File: src/rtl/prog_mem_loader_if.sv
// rtl/prog_mem_loader_if.sv - host source/sink streams and memory port of the program memory loader
interface prog_mem_loader_if #(
    parameter int DATA_W = 32,
    parameter int ADDR_W = 32
) ();
    logic [DATA_W-1:0]   src_data;
    logic                src_valid;
    logic                src_ready;
    logic [DATA_W-1:0]   snk_data;
    logic                snk_valid;
    logic                snk_ready;
    logic                mem_en;
    logic [DATA_W/8-1:0] mem_we;
    logic [ADDR_W-1:0]   mem_addr;
    logic [DATA_W-1:0]   mem_din;
    logic [DATA_W-1:0]   mem_dout;
    logic                mem_sel;

    modport master (
        input  src_data, src_valid, snk_ready, mem_dout,
        output src_ready, snk_data, snk_valid, mem_en, mem_we, mem_addr, mem_din, mem_sel
    );

    modport slave (
        output src_data, src_valid, snk_ready, mem_dout,
        input  src_ready, snk_data, snk_valid, mem_en, mem_we, mem_addr, mem_din, mem_sel
    );
endinterface

File: src/rtl/prog_mem_loader.sv
// rtl/prog_mem_loader.sv - writes, reads back or verifies a single-port program memory from host streams
module prog_mem_loader #(
    parameter int                DATA_W    = 32,
    parameter int                ADDR_W    = 32,
    parameter int unsigned       MEM_BYTES = 32'h8000,
    parameter logic [ADDR_W-1:0] BASE_ADDR = '0,
    parameter int                ERR_W     = 16
) (
    input  logic              CLK,
    input  logic              RESETn,
    input  logic              start,
    input  logic [1:0]        mode,
    input  logic [ADDR_W-1:0] len_words,
    input  logic              abort,
    prog_mem_loader_if.master bus,
    output logic              busy,
    output logic              done,
    output logic              aborted,
    output logic [ERR_W-1:0]  err_count,
    output logic [ADDR_W-1:0] first_err_addr
);
    localparam int unsigned       BYTES   = DATA_W / 8;
    localparam int unsigned       DEPTH   = MEM_BYTES / BYTES;
    localparam logic [ADDR_W-1:0] STEP    = ADDR_W'(BYTES);
    localparam logic [ADDR_W-1:0] DEPTH_A = ADDR_W'(DEPTH);

    typedef enum logic [2:0] {
        IDLE, WRITE, RD_ISSUE, RD_CAP, RD_OUT, VF_ISSUE, VF_CMP, DONE
    } state_t;

    state_t            state_q, state_d;
    logic [ADDR_W-1:0] addr_q, addr_d;
    logic [ADDR_W-1:0] cnt_q, cnt_d;
    logic [ADDR_W-1:0] first_err_addr_q, first_err_addr_d;
    logic [DATA_W-1:0] snk_data_q, snk_data_d;
    logic [DATA_W-1:0] exp_q, exp_d;
    logic              snk_valid_q, snk_valid_d;
    logic              aborted_q, aborted_d;
    logic [ERR_W-1:0]  err_count_q, err_count_d;
    logic [ADDR_W-1:0] len_eff;
    logic              last_word;

    // Out-of-range lengths collapse to a full-memory pass, so the address can never wrap.
    assign len_eff   = (len_words == '0 || len_words > DEPTH_A) ? DEPTH_A : len_words;
    assign last_word = (cnt_q == ADDR_W'(1));

    always_ff @(posedge CLK or negedge RESETn) begin
        if (!RESETn) begin
            state_q          <= IDLE;
            addr_q           <= '0;
            cnt_q            <= '0;
            first_err_addr_q <= '0;
            snk_data_q       <= '0;
            exp_q            <= '0;
            snk_valid_q      <= 1'b0;
            aborted_q        <= 1'b0;
            err_count_q      <= '0;
        end else begin
            state_q          <= state_d;
            addr_q           <= addr_d;
            cnt_q            <= cnt_d;
            first_err_addr_q <= first_err_addr_d;
            snk_data_q       <= snk_data_d;
            exp_q            <= exp_d;
            snk_valid_q      <= snk_valid_d;
            aborted_q        <= aborted_d;
            err_count_q      <= err_count_d;
        end
    end

    always_comb begin
        state_d          = state_q;
        addr_d           = addr_q;
        cnt_d            = cnt_q;
        first_err_addr_d = first_err_addr_q;
        snk_data_d       = snk_data_q;
        exp_d            = exp_q;
        snk_valid_d      = snk_valid_q;
        aborted_d        = aborted_q;
        err_count_d      = err_count_q;
        bus.src_ready    = 1'b0;
        bus.mem_en       = 1'b0;
        bus.mem_we       = '0;
        bus.mem_din      = '0;

        case (state_q)
            IDLE: begin
                if (start && mode != 2'd0) begin
                    addr_d           = BASE_ADDR;
                    cnt_d            = len_eff;
                    err_count_d      = '0;
                    first_err_addr_d = '0;
                    aborted_d        = 1'b0;
                    case (mode)
                        2'd1:    state_d = WRITE;
                        2'd2:    state_d = RD_ISSUE;
                        default: state_d = VF_ISSUE;
                    endcase
                end
            end
            WRITE: begin
                bus.src_ready = 1'b1;
                if (bus.src_valid) begin
                    bus.mem_en  = 1'b1;
                    bus.mem_we  = '1;
                    bus.mem_din = bus.src_data;
                    cnt_d       = cnt_q - ADDR_W'(1);
                    if (last_word) state_d = DONE;
                    else           addr_d  = addr_q + STEP;
                end
            end
            RD_ISSUE: begin
                bus.mem_en = 1'b1;
                state_d    = RD_CAP;
            end
            RD_CAP: begin
                snk_data_d  = bus.mem_dout;
                snk_valid_d = 1'b1;
                state_d     = RD_OUT;
            end
            RD_OUT: begin
                if (bus.snk_ready) begin
                    snk_valid_d = 1'b0;
                    cnt_d       = cnt_q - ADDR_W'(1);
                    if (last_word) begin
                        state_d = DONE;
                    end else begin
                        addr_d  = addr_q + STEP;
                        state_d = RD_ISSUE;
                    end
                end
            end
            VF_ISSUE: begin
                bus.src_ready = 1'b1;
                if (bus.src_valid) begin
                    bus.mem_en = 1'b1;
                    exp_d      = bus.src_data;
                    state_d    = VF_CMP;
                end
            end
            VF_CMP: begin
                if (bus.mem_dout != exp_q) begin
                    // err_count only ever leaves zero upward and saturates, so zero means no mismatch yet.
                    if (err_count_q == '0)  first_err_addr_d = addr_q;
                    if (err_count_q != '1)  err_count_d      = err_count_q + ERR_W'(1);
                end
                cnt_d = cnt_q - ADDR_W'(1);
                if (last_word) begin
                    state_d = DONE;
                end else begin
                    addr_d  = addr_q + STEP;
                    state_d = VF_ISSUE;
                end
            end
            DONE:    state_d = IDLE;
            default: state_d = IDLE;
        endcase

        if (abort && state_q != IDLE) begin
            state_d     = IDLE;
            aborted_d   = 1'b1;
            snk_valid_d = 1'b0;
        end
    end

    assign busy           = (state_q != IDLE) && (state_q != DONE);
    assign done           = (state_q == DONE) && !abort;
    assign aborted        = aborted_q;
    assign err_count      = err_count_q;
    assign first_err_addr = first_err_addr_q;
    assign bus.mem_sel    = busy;
    assign bus.mem_addr   = addr_q;
    assign bus.snk_data   = snk_data_q;
    assign bus.snk_valid  = snk_valid_q;
endmodule
File: src/flat_wrapper.sv
// flat-port wrapper written by rule: the top's interface ports become plain ports
module prog_mem_loader_flat 
#(
    parameter int                DATA_W    = 32,
    parameter int                ADDR_W    = 32,
    parameter int unsigned       MEM_BYTES = 32'h8000,
    parameter logic [ADDR_W-1:0] BASE_ADDR = '0,
    parameter int                ERR_W     = 16
)
  (CLK, RESETn, start, mode, len_words, abort, busy, done, aborted, err_count, first_err_addr, bus_src_data, bus_src_valid, bus_snk_ready, bus_mem_dout, bus_src_ready, bus_snk_data, bus_snk_valid, bus_mem_en, bus_mem_we, bus_mem_addr, bus_mem_din, bus_mem_sel);
  prog_mem_loader_if #(.DATA_W(DATA_W), .ADDR_W(ADDR_W)) bus_i ();
  input  logic CLK;
  input  logic RESETn;
  input  logic start;
  input  logic [1:0] mode;
  input  logic [ADDR_W-1:0] len_words;
  input  logic abort;
  output logic busy;
  output logic done;
  output logic aborted;
  output logic [ERR_W-1:0] err_count;
  output logic [ADDR_W-1:0] first_err_addr;
  input wire logic [$bits(bus_i.src_data)-1:0] bus_src_data;
  input wire logic [$bits(bus_i.src_valid)-1:0] bus_src_valid;
  input wire logic [$bits(bus_i.snk_ready)-1:0] bus_snk_ready;
  input wire logic [$bits(bus_i.mem_dout)-1:0] bus_mem_dout;
  output wire logic [$bits(bus_i.src_ready)-1:0] bus_src_ready;
  output wire logic [$bits(bus_i.snk_data)-1:0] bus_snk_data;
  output wire logic [$bits(bus_i.snk_valid)-1:0] bus_snk_valid;
  output wire logic [$bits(bus_i.mem_en)-1:0] bus_mem_en;
  output wire logic [$bits(bus_i.mem_we)-1:0] bus_mem_we;
  output wire logic [$bits(bus_i.mem_addr)-1:0] bus_mem_addr;
  output wire logic [$bits(bus_i.mem_din)-1:0] bus_mem_din;
  output wire logic [$bits(bus_i.mem_sel)-1:0] bus_mem_sel;
  assign bus_i.src_data = bus_src_data;
  assign bus_i.src_valid = bus_src_valid;
  assign bus_i.snk_ready = bus_snk_ready;
  assign bus_i.mem_dout = bus_mem_dout;
  assign bus_src_ready = bus_i.src_ready;
  assign bus_snk_data = bus_i.snk_data;
  assign bus_snk_valid = bus_i.snk_valid;
  assign bus_mem_en = bus_i.mem_en;
  assign bus_mem_we = bus_i.mem_we;
  assign bus_mem_addr = bus_i.mem_addr;
  assign bus_mem_din = bus_i.mem_din;
  assign bus_mem_sel = bus_i.mem_sel;
  prog_mem_loader #(.DATA_W(DATA_W), .ADDR_W(ADDR_W), .MEM_BYTES(MEM_BYTES), .BASE_ADDR(BASE_ADDR), .ERR_W(ERR_W)) u_core (.CLK(CLK), .RESETn(RESETn), .start(start), .mode(mode), .len_words(len_words), .abort(abort), .bus(bus_i), .busy(busy), .done(done), .aborted(aborted), .err_count(err_count), .first_err_addr(first_err_addr));
endmodule
File: config.mk
export PLATFORM = sky130hd
export DESIGN_NAME = prog_mem_loader_flat
export DESIGN_NICKNAME = d
export VERILOG_FILES = /design/src/rtl/prog_mem_loader_if.sv /design/src/rtl/prog_mem_loader.sv /design/src/flat_wrapper.sv
export SDC_FILE = /design/constraint.sdc
export NUM_CORES = 1
export LEC_CHECK = 0
export CAP_MARGIN = 20
export CELL_PAD_IN_SITES_DETAIL_PLACEMENT = 1
export CELL_PAD_IN_SITES_GLOBAL_PLACEMENT = 1
export CORE_AREA = 8 8 161 163
export CTS_BUF_LIST = sky130_fd_sc_hd__clkbuf_4
export CTS_CLUSTER_SIZE = 20
export DETAILED_ROUTE_END_ITERATION = 10
export DIE_AREA = 0 0 169 171
export GPL_TIMING_DRIVEN = 0
export HOLD_SLACK_MARGIN = 0.03
export PLACE_DENSITY = 0.95
export SLEW_MARGIN = 40
export SYNTH_ARGS = -nofsm -noshare
export SYNTH_HDL_FRONTEND = slang
export SYNTH_SLANG_ARGS = --single-unit
File: constraint.sdc
create_clock -name CLK -period 6.26 [get_ports CLK]
set_input_delay 0.626 -clock CLK [delete_from_list [all_inputs] [get_ports CLK]]
set_output_delay 0.626 -clock CLK [all_outputs]
set_load 0.03 [all_outputs]
==> impl_metrics.yaml, run 1 <==
outcome:
  status: "complete, no violations"
min_path:
  holdPathStages: 1
  hold_class: "reg2reg"
power:
  power_density_mw_per_mm2: 373
  power_leakage_nw: 5.03
  ir_drop_mv: 0.195
timing:
  layout_min_cycle_time_ns: 4.11
  min_period_over_period: 0.656
  slew_viol_final: 0
  finalWorstSetupSlack_ns: 2.15
  whs_ns: 0.504
  worstMarginPinSlew_ns: 0.771
  setup_viol: 0
  skew_ns: 0.0251
  rsz0062_at_grt: "no"
  final_hold_viol_count: 0
  slew_headroom: 0.481
  timing.fmax_ghz: 0.243
  setup_tns_ns: 0
route:
  drc_errors: 0
  first_iter_violations: 492
  drtAntennaViolNets: 0
  vias: 8445
  via_per_inst: 5.42
  routedWlPerCell_um: 21.2
  drt-total-wl_um: 33100
  firstDrtPassIters: 5
floorplan:
  start_util: 0.404
  dieHeight_um: 171
  num_rows: 56
  num_io_pins: 259
  die-area_sq_mm: 0.0289
  die_w_um: 169
  core-area_sq_mm: 0.0233
placement:
  port-buffer-count: 254
  placed_cells: 1522
  gp_congestion: 0.841
  dp_hpwl_um: 25700
  dpl_worst_slack_ns: 2.18
synthesis:
  synth_edf_count: 0
  async_reset_ff_frac: 1.00
  avgSynthCellArea_sq_um: 9.95
  ys_ff_latch: 177
  yosysWarnings: 0
  ys_types: 64
  netlist_instances: 944
  ys_seq_area_frac: 0.472
  ys_dominant_reg_cell: "dfrtp_1"
  yosysTopAreaCell: "dfrtp_1"
  synth.most_common_cell: "dfrtp_1"
  synth_area_leaders: "dfrtp_1 (47%), mux2_2 (7.7%), xnor2_1 (4.7%), mux2i_1 (3.5%), o21ai_0 (3.5%)"
  syn_area_sq_mm: 0.00939
  synthTopCellsByCount: "dfrtp_1 (177), nand2_1 (69), o21ai_0 (66), mux2_2 (64), nor2_1 (57)"
  synth_top_area_frac: 0.472
finish:
  drive_gt1_frac: 0.111
  nFillCells: 2612
  fin_util: 0.547
  final_cells: 1559
  fin_nets: 1335
  syn2layout_area_growth_pct: 35.5
setup_path:
  r2r_slack_ns: 3.32
  crit_start: "bus_src_valid"
  end_kind: "output pin"
  critPathLaunchType: "primary input"
  crit_required_ns: 5.63
  rr_endpoint: "u_core.bus.mem_addr[2]$_DFFE_PN0P_"
  worstPathMaxFanout: 13
  endpoint: "bus_mem_din[30]"
  reg2reg_depth: 7
  r2r-start: "u_core.cnt_q[5]$_DFFE_PN0P_"
  worstSetupPathType: "in2out"
  arrival_ns: 3.48
job:
  drv_cap: 0
global_routing:
  grt_pass1_vias: 9425
  grtUsageTotal: 0.228
  overflow: 0
  grt_max_degree: 74
  grt_pass1_wl_um: 51800
  antenna_found_initial: 5
clocking:
  clk_latency_ns: 0.60
  ctsResizeCount: 0
  cts_tree: "done"
  clock_sinks: 177
  clkTransAtPathRegs_ns: 0.15
  cts_made_buffers: 17
  root_buffer: "clkbuf_4"
  clk_path_buf_depth: 2
  cts_setup_buffers: 0
  htreeDepth: 4
metal layers:
metal  track usage  up-vias  share of wire
li1              -     3912              -
met1         0.263     4241           0.40
met2         0.403      229           0.52
met3        0.0565       59          0.056
met4        0.0862        4          0.022
met5             0        -        0.00070
layout make-up:
cell class                 count  area (sq um)  share of cell area
buffer                        55           299              0.0235
sequential                   177          4430               0.348
antenna                        4          10.0            0.000787
clock buffer                  17           128              0.0100
tap                          319           399              0.0314
multi-input combinational    665          4490               0.353
inverter                      50           188              0.0148
timing repair buffer         257          2610               0.205
clock inverter                15           166              0.0131
through the flow:
step | cell area, sq um | power [mW]
finish | 12700 | 4.75
floorplan | 9400 | 3.12
global route | 12700 | 5.01
CTS | 12700 | 4.78
detailed placement | 12400 | 4.08
global placement | 12300 | 3.95
logic make-up after synthesis:
| family | Yosys count | synth area share |
|---|---|---|
| other | 1 | 0.000399 |
| adders and majority gates | 8 | 0.0107 |
| xor gates and xnor gates | 51 | 0.0476 |
| DFF | 177 | 0.472 |
| and+or+nand+nor | 326 | 0.189 |
| buffers and inverters | 105 | 0.0518 |
| AOI/OAI and AO/OA | 179 | 0.117 |
| muxes | 97 | 0.112 |
state kept, by name, indices dropped and copies added (netlist names):
name                   cells
u_core.err_count          16
u_core.bus.snk_valid       1
u_core.bus.mem_addr       30
u_core.cnt_q              32
u_core.first_err_addr     30
u_core.bus.snk_data       32
u_core.state_q             3
u_core.exp_q              32
u_core.aborted             1
worst min-delay path by stage:
stage,slack [ns],endpoint,start
after CTS,0.50,u_core.cnt_q[28]$_DFFE_PN0P_,u_core.cnt_q[28]$_DFFE_PN0P_
after detailed placement,0.48,u_core.cnt_q[28]$_DFFE_PN0P_,u_core.cnt_q[28]$_DFFE_PN0P_
after global placement,0.46,u_core.cnt_q[28]$_DFFE_PN0P_,u_core.cnt_q[28]$_DFFE_PN0P_
after global routing,0.53,u_core.cnt_q[31]$_DFFE_PN0P_,u_core.cnt_q[31]$_DFFE_PN0P_
after floorplan,0.33,u_core.aborted$_DFFE_PN0P_,RESETn
final,0.50,u_core.cnt_q[31]$_DFFE_PN0P_,u_core.cnt_q[31]$_DFFE_PN0P_
repair_timing:
| item | CTS | global route |
|---|---|---|
| endpoints found under the hold margin | 63 | 0 |
| hold buffers | 1 | 0 |
| endpoints found under the setup margin | 0 | 0 |
worst max-delay path: stages:
cell and delay (ns):
clkdlybuf4s50_1 0.56, or4bb_1 0.59, inv_1 0.35, clkbuf_1 0.43
and2_1 0.22, clkdlybuf4s50_1 0.71
power by group:
group	leakage (nW)	internal [mW]	switching, mW
Clock	0.155	0.216	0.461
Combinational	2.56	0.960	1.45
Sequential	2.31	1.43	0.232
Total	5.03	2.61	2.14
cells in the final DEF, fill, tap and decap left out, types with 12 or more instances in the layout:
cell / instances
nor3_1: 27
mux2i_1: 33
nand3_1: 28
inv_1: 50
xnor2_1: 50
nand4_1: 24
a21oi_1: 53
nand2_1: 69
clkbuf_1: 30
nor4_1: 12
nor2_1: 57
buf_4: 12
clkdlybuf4s50_1: 253
dfrtp_1: 177
clkbuf_4: 17
o21ai_0: 66
or3_1: 20
mux2_2: 64
and2_1: 40
(Power assumes the default switching activity.)
==> run 2, diff against run 1 <==
CORE_AREA = 8 8 176 178   (was 8 8 161 163)
DIE_AREA = 0 0 184 186   (was 0 0 169 171)
PLACE_DENSITY = 0.86   (was 0.95)
clock period = 3.3 ns   (was 6.26 ns; I/O delays follow)
==> run 2 against run 1 <==
Net effect: clock-buffer cell count is the same; global-route usage fell by 3.7 points; utilization down 9.4 points; total power grew 89%; critical path type is now reg2out.
==> impl_metrics.yaml, run 2 (synthesis gave the netlist of run 1 again) <==
finish:
  drive_gt1_frac: 0.125
  fin_nets: 1335
  final_common_cell: "clkdlybuf4s50_1"
  syn2layout_area_growth_pct: 36.2
  nFillCells: 3227
  most-common-layout-cells: "clkdlybuf4s50_1 (217), dfrtp_1 (177), nand2_1 (69), o21ai_0 (66), mux2_2 (64)"
  fin_util: 0.453
  fin_area_sq_mm: 0.0128
clocking:
  root_buffer: "clkbuf_4"
  cts_tree: "done"
  clock_sinks: 177
  cts_made_buffers: 17
  htreeDepth: 4
  clk_path_buf_depth: 2
  clkTransAtPathRegs_ns: 0.20
  clk_latency_ns: 0.61
route:
  routedWlPerCell_um: 20.3
  drc_errors: 0
  firstDrtPassIters: 5
  drt-total-wl_um: 32800
  first_iter_violations: 440
  vias: 8389
  via_per_inst: 5.18
  drtAntennaViolNets: 0
setup_path:
  worstSetupPathType: "reg2out"
  arrival_ns: 2.79
  critPathLaunchType: "register"
  worstPathMaxFanout: 13
  reg2reg_depth: 7
  crit_required_ns: 2.97
  end_kind: "output pin"
floorplan:
  start_util: 0.333
  die_w_um: 184
  num_rows: 62
  die-area_sq_mm: 0.0342
  dieHeight_um: 186
  num_io_pins: 259
  core-area_sq_mm: 0.0282
global_routing:
  antenna_found_initial: 2
  overflow: 0
  grt_max_degree: 70
  grtUsageTotal: 0.191
  grt_pass1_wl_um: 51400
  grt_pass1_vias: 9132
timing:
  rsz0062_at_grt: "no"
  slew_viol_final: 0
  setup_viol: 0
  worstMarginPinSlew_ns: 0.763
  layout_min_cycle_time_ns: 3.12
  min_period_over_period: 0.944
  slew_headroom: 0.487
  timing.fmax_ghz: 0.321
  finalWorstSetupSlack_ns: 0.184
  final_hold_viol_count: 0
  skew_ns: 0.0474
placement:
  dp_hpwl_um: 25300
  placed_area_sq_mm: 0.0125
  port-buffer-count: 254
  dpl_worst_slack_ns: -0.277
  gp_congestion: 0.831
job:
  drv_cap: 0
min_path:
  hold_class: "in2async"
power:
  power_leakage_nw: 5.17
  power_density_mw_per_mm2: 703
  ir_drop_mv: 0.301
outcome:
  status: "complete, no violations"
-- run 2: cell count changes in the layout (fill, tap and decap cells not counted), sizes merged, moves of 3 or more --
cell / change
diode: -3
clkdlybuf4s50: -36
clkdlybuf4s15: +8
dlygate4sd2: +23
clkbuf: +3
-- run 2: area by class of cell --
cell class	instances	area, sq um	area share
tap	384	480	0.0376
multi-input combinational	665	4500	0.352
buffer	54	298	0.0233
timing repair buffer	258	2580	0.202
antenna	1	2.50	0.000196
inverter	50	191	0.0150
clock buffer	17	128	0.00998
clock inverter	15	180	0.0141
sequential	177	4430	0.346
-- run 2: final timing paths --
path                                                     from                             endpoint  slack, ns
worst max-delay path            u_core.state_q[2]$_DFFE_PN0P_                      bus_mem_din[30]       0.18
worst min-delay path                                   RESETn     u_core.err_count[11]$_DFFE_PN0P_       0.20
worst max register to register    u_core.cnt_q[5]$_DFFE_PN0P_  u_core.bus.mem_addr[11]$_DFFE_PN0P_       0.41
worst min register to register   u_core.cnt_q[28]$_DFFE_PN0P_         u_core.cnt_q[28]$_DFFE_PN0P_       0.51
max in group asynchronous                              RESETn         u_core.cnt_q[21]$_DFFE_PN0P_       2.04
min in group CLK                             bus_src_data[13]         u_core.exp_q[13]$_DFFE_PN0P_       0.34
-- run 2: power by group --
part / internal (mW) / switching, mW / leakage (nW) / total [mW]
logic: 1.80 / 2.73 / 2.70 / 4.53
clock network: 0.366 / 0.964 / 0.161 / 1.33
registers: 2.72 / 0.416 / 2.31 / 3.13
total: 4.88 / 4.11 / 5.17 / 8.99
-- run 2: worst max-delay path: stages (launching register included) --
cell           delay (ns)
dfrtp_1              0.41
buf_6                0.14
or4bb_1              0.62
clkinvlp_4           0.20
clkbuf_2             0.26
and2_1               0.19
dlygate4sd2_1        0.40
-- run 2: what timing repair did --
action	in CTS	in global routing
hold buffers	1	0
cloned	0	0
setup buffers	1	0
endpoints found under the hold margin	60	0
pin swaps	0	0
setup endpoints to repair	36	13
gates resized for setup	56	7
-- run 2: through the flow --
step	power [mW]	instances	hold WS (ns)	TNS [ns]
2_1_floorplan	5.91	947	0.0344	0
3_3_place_gp	7.53	1585	0.458	-1032.32
3_5_place_dp	7.73	1587	0.307	-5.98
4_1_cts	9.06	1621	0.193	0
5_1_grt	9.55	1621	0.200	0
6_report	8.99	1621	0.205	0
-- run 2: metal layers --
| metal | vias to the layer above | share of wire | wire, um | global-route usage |
|---|---|---|---|---|
| met5 | - | 0.00040 | 13 | 0 |
| met4 | 2 | 0.022 | 735 | 0.0594 |
| met3 | 44 | 0.049 | 1610 | 0.0418 |
| met2 | 207 | 0.50 | 16500 | 0.323 |
| met1 | 4233 | 0.43 | 14000 | 0.239 |
| li1 | 3903 | - | - | - |
==> RTL edit (settings of run 2) <==
Re-encode `state_t` (8 states) as Gray code, 3 bits wide.
--- a/src/rtl/prog_mem_loader.sv
+++ b/src/rtl/prog_mem_loader.sv
@@ -25,7 +25,7 @@
     localparam logic [ADDR_W-1:0] DEPTH_A = ADDR_W'(DEPTH);
 
     typedef enum logic [2:0] {
-        IDLE, WRITE, RD_ISSUE, RD_CAP, RD_OUT, VF_ISSUE, VF_CMP, DONE
+        IDLE = 3'b000, WRITE = 3'b001, RD_ISSUE = 3'b011, RD_CAP = 3'b010, RD_OUT = 3'b110, VF_ISSUE = 3'b111, VF_CMP = 3'b101, DONE = 3'b100
     } state_t;
 
     state_t            state_q, state_d;
Behaviour: same outputs for any inputs over 4 cycles, from zero or initial values and one cycle with RESETn low; so few cycles prove little.
==> RTL edit against run 2 <==
  * Synthesized cell count increased by 2.4%
  * Sequential power decreased by 7.0%
  * Core utilization decreased by 0.45 points
  * Total power decreased by 11%
  * First-iteration DRC count increased by 13%
  * Sequential cell count unchanged
  * Worst setup slack got worse by 0.046 ns
  * Routed wire length increased by 5.3%
  * Synthesized area decreased by 2.1%
  * Cell area decreased by 0.99%
  * Critical endpoint is now u_core.bus.mem_addr[24]
  * Largest cell class unchanged
  * Highest routed layer unchanged
==> RTL edit: results <==
export IMPL_syn_area_per_cell_sq_um=9.50
export IMPL_r2r_end="u_core.bus.mem_addr[24]"
export IMPL_yosysSeqAreaShare_pct=48.2
export IMPL_rrSetupSlack_ns=0.14
export IMPL_critical_path_top_delay_family="simple AND/OR/NAND/NOR gates"
export IMPL_yosysWarnings=0
export IMPL_drt_wl_total_microns=34600
export IMPL_ant_nets=0
export IMPL_crit_start="u_core.cnt_q[12]"
export IMPL_via_per_inst=5.33
export IMPL_whs_ns=0.180
export IMPL_power_leakage_nw=5.45
export IMPL_fin_ws_ns=0.138
export IMPL_path_clk_slew_ns=0.17
export IMPL_path_class="reg -> reg"
export IMPL_tightest_slew_ns=0.773
export IMPL_dpl_worst_slack_ns=-0.480
export IMPL_grt_pass1_vias=9434
export IMPL_critPathSlowestCell="or4_4"
export IMPL_grt_use_total_pct=19.8
export IMPL_grt_max_degree=55
export IMPL_status="finished, final reports clean"
export IMPL_reg2regPathDepth=9
export IMPL_vias=8764
export IMPL_synth_top_cells_by_count="177 x dfrtp_1, 114 x nand2_1, 83 x o21ai_0, 78 x nor2_1, 65 x mux2_2"
export IMPL_r2r_start="u_core.cnt_q[12]"
export IMPL_synth_ff_type="dfrtp_1"
export IMPL_fin_nets=1358
export IMPL_drt_iter0_drc=497
export IMPL_firstDrtPassIters=5
export IMPL_hpwl_microns=27100
export IMPL_fin_worst_skew_ns=0.0351
export IMPL_cp_max_fo=10
export IMPL_grt_pass1_wl_microns=53200
export IMPL_dpl_instance_area_sq_mm=0.0123
export IMPL_crit_arrival_ns=3.62
export IMPL_synth_distinct_cells=56
export IMPL_antenna_found_initial=3
export IMPL_cts_max_level=4
export IMPL_drive_above_1_share_pct=10.6
export IMPL_synthTopCellsByArea="dfrtp_1 48%, mux2_2 8.0%, nand2_1 4.7%"
export IMPL_peakVddDrop_mv=0.359
export IMPL_critPathMaxStageDelay_ns=0.51
export IMPL_place_gp_congestion=0.880
==> RTL edit: cell types whose count changed after synthesis, sizes merged, moves of 10 or more <==
cell    change
nor4       +19
inv        -36
o21ai      +18
nand2      +45
xnor2      -25
xor2       +31
buf        -10
clkbuf     +15
mux2i      -25
nor2       +21
a21oi      -17
==> RTL edit: layout make-up <==
cell class | count | area (sq um)
well taps | 384 | 480
inverters | 14 | 52.6
diodes | 2 | 5.00
multi-input cells | 719 | 4530
repair buffers | 259 | 2650
clock inverters | 13 | 125
plain buffers | 59 | 265
clock buffers | 18 | 135
flip-flops and latches | 177 | 4430
fillers | 3307 | 15600
==> RTL edit: where the power goes <==
group	switching (W)	leakage (nW)	internal [W]	total, W
Sequential	0.000333	2.37	0.00258	0.00291
Clock	0.000887	0.128	0.000333	0.00122
Combinational	0.00239	2.95	0.00144	0.00383
Total	0.00361	5.45	0.00435	0.00797
==> RTL edit: cell families after synthesis <==
logic type      synth area share (%)
fa+ha+maj                       1.08
xor+xnor                        5.43
other cells                   0.0408
compound gates                  10.8
flops                           48.2
simple gates                    22.2
mux                             8.84
buf+inv                         3.39
==> RTL edit: per-layer routing <==
metal / global-route usage, % / routed length (microns) / vias to the layer above / part of all wire, %
met4: 6.84 / 816 / 2 / 2.4
met1: 24.3 / 14300 / 4459 / 41
met2: 34.2 / 17600 / 258 / 51
li1: - / - / 3990 / -
met5: 0 / 13 / - / 0.038
met3: 3.75 / 1850 / 55 / 5.3
==> RTL edit: repair_timing <==
item                       4_1_cts  5_1_grt
hold endpoints to repair       129        0
hold buffers                     1        0
resized for setup               31       18
setup endpoints to repair       47       70
gates cloned                     0        0
buffers inserted                 1        0
pin swaps                        1        0
